$ cat src/rtl/mem_arbiter.sv
// mem_arbiter: two-requester (instruction fetch / data) arbiter in front of a
// single-port RAM. Data wins in IDLE; a granted access is held until the RAM
// reports ACCESS or the requester withdraws.
// Optional feature: define MEM_ARBITER_STARVE_EN to compile in a 2-bit
// saturating starve counter that forces an instruction grant after three
// data completions made while the instruction fetch was waiting.
module mem_arbiter (
    input  logic        CLK,
    input  logic        nRST,
    input  logic        iREN,
    input  logic [31:0] iaddr,
    input  logic        dREN,
    input  logic        dWEN,
    input  logic [31:0] daddr,
    input  logic [31:0] dstore,
    output logic        iwait,
    output logic        dwait,
    output logic [31:0] iload,
    output logic [31:0] dload,
    output logic        ramREN,
    output logic        ramWEN,
    output logic [31:0] ramaddr,
    output logic [31:0] ramstore,
    input  logic [31:0] ramload,
    input  logic [1:0]  ramstate
);

    localparam logic [1:0] RAM_ACCESS = 2'd2;

    typedef enum logic [1:0] {IDLE, IGNT, DGNT} state_t;

    state_t r_state;
    logic   w_dreq;
    logic   w_access;
    logic   w_icmpl;
    logic   w_dcmpl;
    logic   w_ifirst;

    assign w_dreq   = dREN | dWEN;
    assign w_access = (ramstate == RAM_ACCESS);
    // A grant completes only while its requester is still asking for it.
    assign w_icmpl  = (r_state == IGNT) && iREN   && w_access;
    assign w_dcmpl  = (r_state == DGNT) && w_dreq && w_access;

`ifdef MEM_ARBITER_STARVE_EN
    logic [1:0] r_starve;

    // Count data completions that left a fetch waiting; saturate at 3.
    always_ff @(posedge CLK or negedge nRST) begin
        if (!nRST)
            r_starve <= 2'd0;
        else if (w_icmpl)
            r_starve <= 2'd0;
        else if (w_dcmpl && iREN && (r_starve != 2'd3))
            r_starve <= r_starve + 2'd1;
    end

    assign w_ifirst = (r_starve == 2'd3) && iREN;
`else
    assign w_ifirst = 1'b0;
`endif

    // Grant FSM: choose in IDLE, hold a grant until completion or withdrawal.
    always_ff @(posedge CLK or negedge nRST) begin
        if (!nRST) begin
            r_state <= IDLE;
        end else begin
            case (r_state)
                IDLE: begin
                    if (w_ifirst)
                        r_state <= IGNT;
                    else if (w_dreq)
                        r_state <= DGNT;
                    else if (iREN)
                        r_state <= IGNT;
                end
                IGNT:    if (!iREN || w_access)   r_state <= IDLE;
                DGNT:    if (!w_dreq || w_access) r_state <= IDLE;
                default: r_state <= IDLE;
            endcase
        end
    end

    // RAM command and requester responses decoded from the registered state.
    always_comb begin
        ramREN   = 1'b0;
        ramWEN   = 1'b0;
        ramaddr  = 32'd0;
        ramstore = 32'd0;
        iload    = 32'd0;
        dload    = 32'd0;
        iwait    = iREN   & ~w_icmpl;
        dwait    = w_dreq & ~w_dcmpl;
        case (r_state)
            IGNT: begin
                ramaddr = iaddr;
                ramREN  = iREN;
                if (w_icmpl) iload = ramload;
            end
            DGNT: begin
                ramaddr  = daddr;
                ramstore = dstore;
                ramWEN   = dWEN;
                ramREN   = dREN & ~dWEN;
                if (w_dcmpl) dload = ramload;
            end
            default: ;
        endcase
    end

endmodule

$ cat config.mk
export PLATFORM = sky130hd
export DESIGN_NAME = mem_arbiter
export DESIGN_NICKNAME = d
export VERILOG_FILES = /design/src/rtl/mem_arbiter.sv
export SDC_FILE = /design/constraint.sdc
export NUM_CORES = 1
export LEC_CHECK = 0
export BUFFER_PORTS_ARGS = -buffer_cell sky130_fd_sc_hd__buf_4
export CAP_MARGIN = 40
export CORE_AREA = 5 5 100 102
export DETAILED_ROUTE_END_ITERATION = 12
export DIE_AREA = 0 0 105 107
export MAX_ROUTING_LAYER = met4
export SLEW_MARGIN = 20
export SYNTH_ARGS = -nofsm -noshare
export SYNTH_HDL_FRONTEND = slang
export SYNTH_SLANG_ARGS = --single-unit
$ cat constraint.sdc
create_clock -name CLK -period 1.5 [get_ports CLK]
set_input_delay 0.15 -clock CLK [delete_from_list [all_inputs] [get_ports CLK]]
set_output_delay 0.15 -clock CLK [all_outputs]
set_load 0.005 [all_outputs]
### Word-level counts from Yosys, hierarchy flattened

Cells that the tools add are included.

* flip-flop bits (word level): 2
* word-level logic and storage cells: 37
* bits of input ports: 135

* reductions and logical operators: 10
* muxes and demuxes: 13
* eq/ne operators: 6
* bitwise operators: 7

Operators with widths (count)
* $mux 32: 5
* $pmux 32 s2: 1
* $mux 2: 4
* $pmux 2 s3: 1
* $eq 2x2->1 const B: 2
* $logic_and 1x1->1: 4
* $ne 2x1->1 const B: 2
* $and 1x1->1: 3
* $ne 3x3->1 const B: 1
* $not 1->1: 3
* $reduce_and 3->1: 1
* $eq 2x1->1 const B: 1
* $logic_not 1->1: 2
* $logic_not 2->1: 1
* $logic_or 1x1->1: 2
* $pmux 1 s2: 1
* $mux 1: 1
* $or 1x1->1: 1

### Longest topological paths before layout

* word-level depth: 5
* depth in mapped cells: 7
* depth with buffers taken out: 6

### Least setup slack after synthesis

Ideal clock, no wire load.

* path type: flip-flop to output port
* start: reg r_state[0]
* end: out dload[22]
* data required time: 1350 ps
* cell stages (with the launch flop): 7
* data arrival time: 1426 ps
* path buffers: 1
* setup slack: -76 ps
* path through: dfrtp_1 -> inv_1 -> ha_1 -> o21ai_2 -> nor3b_4 -> buf_6 -> and2_1

* cells in the longest elaborated chain, start to end: 5

Ends and longest elaborated chain
* start: declaration: line 32 `state_t r_state;`
* start signal: assignment: line 66 `r_state <= IDLE;`
* start signal: assignment: line 71 `r_state <= IGNT;`
* start signal: assignment: line 73 `r_state <= DGNT;`
* $eq 2x2->1 *: line 43, 94
* $logic_and 1x1->1 (2 in series): line 43 `assign w_dcmpl = (r_state == DGNT) && w_dreq && w_access;`
* $mux 32: line 105 `if (w_dcmpl) dload = ramload;`
* $mux 32 *: line 94 `case (r_state)`
* end: declaration: line 19 `output logic [31:0] dload,`

Every way passes the cells marked *; elsewhere a longest branch is shown, timed or not.

### Worst setup path after layout

* start: reg r_state[0]
* end: out dload[26]

Same word-level chain as after synthesis.

==> summary.md <==
| Metric | Value |
|---|---|
| Area grow syn2layout | `229%` |
| Worst R2R Path Depth | `6` |
| Total power | `5710 µW` |
| Worst EP arrival | `1.62 ns` |
| Commonest non-fill, non-tap cells in the layout | `buf_4, and2_1, buf_6` |
| Failing checks | `setup timing` |
| Maximum vdd drop | `0.730 mV` |
| Final period utilization | `118%` |
| CTS tree | `done` |
| Netlist cell types | `18` |
| Htree depth | `1` |
| Net Count, Synth | `349` |
| Max Cap Viol | `0` |
| Vias | `2589` |
| Lkg Pwr | `0.00228 µW` |
| CP required | `1.35 ns` |
| Slew margin rel. | `81.0%` |
| Clk_lat worst skew | `0.21 ns` |
| Status | `finished, violations left` |
| Rows | `35` |
| Most crowded layer after global routing | `met2` |
| Total track usage | `16.3%` |
| First-pass GRT wire length | `14300 µm` |
| Clock skew | `0.000181 ns` |
| Placer Congestion | `0.770` |
| Post-Syn Area per Cell | `6.62 µm²` |
| Port Buffers | `266` |
| GR Overflow Total | `0` |
| Number of synthesized flops with an enable pin | `0` |
| Area of the core | `0.00902 mm²` |
| Finished Layout Cells | `599` |
| Max stage delay cell, worst path | `dfrtp_2` |
| Die ar. | `0.0112 mm²` |
| Largest net degree at the start of global routing | `35` |
| DP Area | `0.00360 mm²` |
| Clk slew on worst S/H paths | `0.03 ns` |
| PwrDens | `1250 mW/mm²` |
| Max FO, Critical Path | `33` |
| Reg with most FFs | `r_state` |
| Ys async rst share | `100%` |
| Die Span Y | `107 µm` |
| Largest regs | `r_state (2)` |
| FF+latch count, synth | `2` |
| Share of cells above drive strength 1 | `78.7%` |
| Top FF cell, synth | `dfrtp_1` |
| ANT nets after route | `0` |
| Via density | `4.32` |
| Post-synthesis cell count | `209` |
| Final Max Slew Viols | `0` |
| Number of global-route vias before repair | `2754` |
| Initial Utilization | `15.3%` |
| Clock Root Buffer | `clkbuf_8` |
| Worst hold slack | `0.308 ns` |
| FF-to-FF setup slack | `0.05 ns` |
| RSZ-0062 raised after global routing | `yes` |
| RR Startpoint | `r_state[0]$_DFFE_PN0P_` |
| Post-DP HPWL | `7630 µm` |
| Inst Count DP | `581` |
| Post-Syn Area | `0.00138 mm²` |
| Routed wire length | `10500 µm` |
| Clk buf depth | `2` |
| Startpoint types | `flip-flop` |
| IO Pins | `267` |
| 1st-iter DRT viols | `96` |
| Commonest non-fill, non-tap cell in the layout | `buf_4` |
| Worst-Margin Slew | `0.285 ns` |
| Worst Setup End Kind | `output pin` |
| Reg-to-reg endpoint | `r_state[1]$_DFFE_PN0P_` |
| CTS Sinks | `2` |
| Nets@finish | `630` |
| Max incr delay on CP | `0.44 ns` |
| Final hold vios | `0` |
| Final setup viols | `131` |
| Global routing usage on met1 | `17.0%` |
| CP cell instances | `inv_4, ha_4, o21ai_2, nor3b_4, buf_12, and2_1, buf_4` |
| Drt first pass iters | `4` |
| Design Area, Final | `0.00455 mm²` |
| Initial antenna violation count | `0` |
| Hold crit path type | `in2async` |
| Max FFs per register | `2` |
| Met2 GRT Util | `30.9%` |
| Post-route minimum period | `1.77 ns` |
| Yosys warnings | `0` |
| Met3 Track Usage GR | `4.15%` |
| Diode count | `0` |
| Chip width | `105 µm` |
| Fmax achieved | `0.564 GHz` |
| Wire length per cell | `17.5 µm` |
| Drt drc | `0` |
| Total CTS buffers | `3` |
| Critical path class | `reg2out` |
| Sequential fraction of the synthesis area | `3.62%` |
| Setup WS post-layout | `-0.272 ns` |
cell usage after synthesis (2+ instances only):
cell type,n,area (µm²)
and2_1,99,619
nor2b_1,33,206
a22oi_1,32,240
clkbuf_1,12,45.0
ha_1,5,62.6
nand2_1,5,18.8
a21oi_1,3,15.0
buf_6,3,33.8
clkbuf_2,3,15.0
nor2_1,3,11.3
dfrtp_1,2,50.1
inv_1,2,7.51
o21ai_0,2,10.0
cell families (layout without fill, tap and decap cells):
family | count (synthesis) | count (layout) | synth area share, %
AND/OR/NAND/NOR | 141 | 141 | 63.2
AO/OA/AOI/OAI | 40 | 40 | 21.0
buffers and inverters | 21 | 300 | 7.68
adder cells (fa/ha/maj) | 5 | 5 | 4.52
flip-flops | 2 | 2 | 3.62
critical path, delay by kind of cell, from the launching register on:
| kind | cells | cell delay (ns) |
|---|---|---|
| and+or+nand+nor | 2 | 0.36 |
| DFF | 1 | 0.44 |
| AOI/OAI and AO/OA | 1 | 0.07 |
| adders and majority gates | 1 | 0.14 |
| buffers and inverters | 3 | 0.41 |
metrics by stage:
stage | setup slack, ns | util, % | TNS, ns
2_1_floorplan | -0.000341 | - | -0.0102
3_3_place_gp | -0.0873 | 39.9 | -1.56
3_5_place_dp | -0.111 | 39.9 | -5.87
4_1_cts | -0.267 | 45.3 | -24.32
5_1_grt | -0.356 | 50.4 | -36.20
6_report | -0.272 | 50.4 | -25.82
final cells by class:
| class | count | area (µm²) |
|---|---|---|
| Sequential cell | 2 | 51.3 |
| Inverter | 2 | 10.0 |
| Fill cell | 818 | 4470 |
| Multi-Input combinational cell | 186 | 1690 |
| Clock buffer | 3 | 41.3 |
| Timing Repair Buffer | 295 | 2620 |
| Tap cell | 111 | 139 |
metal layers:
metal / up-vias / wire [µm]
met4: 0 / 161
li1: 1245 / -
met1: 1162 / 3720
met2: 170 / 5660
met3: 12 / 930
met5: - / 0
report_power, final:
group | total (µW) | internal (µW) | switching, µW
clock | 208 | 169 | 38.4
sequential | 113 | 80.5 | 32.4
combinational | 5390 | 3320 | 2070
total | 5710 | 3570 | 2140
repair_timing:
action                                 4_1_cts  5_1_grt
endpoints found under the hold margin        2        0
gates resized for setup                     50      102
pin swaps                                    7       19
setup endpoints to repair                  131      133
cloned                                       5        4
setup buffers                                7        2
hold buffers                                 1        0
how the worst max path moves through the flow:
stage / slack (ns) / start / endpoint / cells past startpoint
2_1_floorplan: -0.0003 / r_state[1]$_DFFE_PN0P_ / iload[10] / 7
4_1_cts: -0.27 / r_state[0]$_DFFE_PN0P_ / dload[26] / 7
3_3_place_gp: -0.09 / r_state[0]$_DFFE_PN0P_ / ramaddr[28] / 6
6_report: -0.27 / r_state[0]$_DFFE_PN0P_ / dload[26] / 7
3_5_place_dp: -0.11 / r_state[1]$_DFFE_PN0P_ / iload[12] / 7
5_1_grt: -0.36 / r_state[0]$_DFFE_PN0P_ / dload[2] / 7
Note: power is estimated with default switching activity, not from simulation.
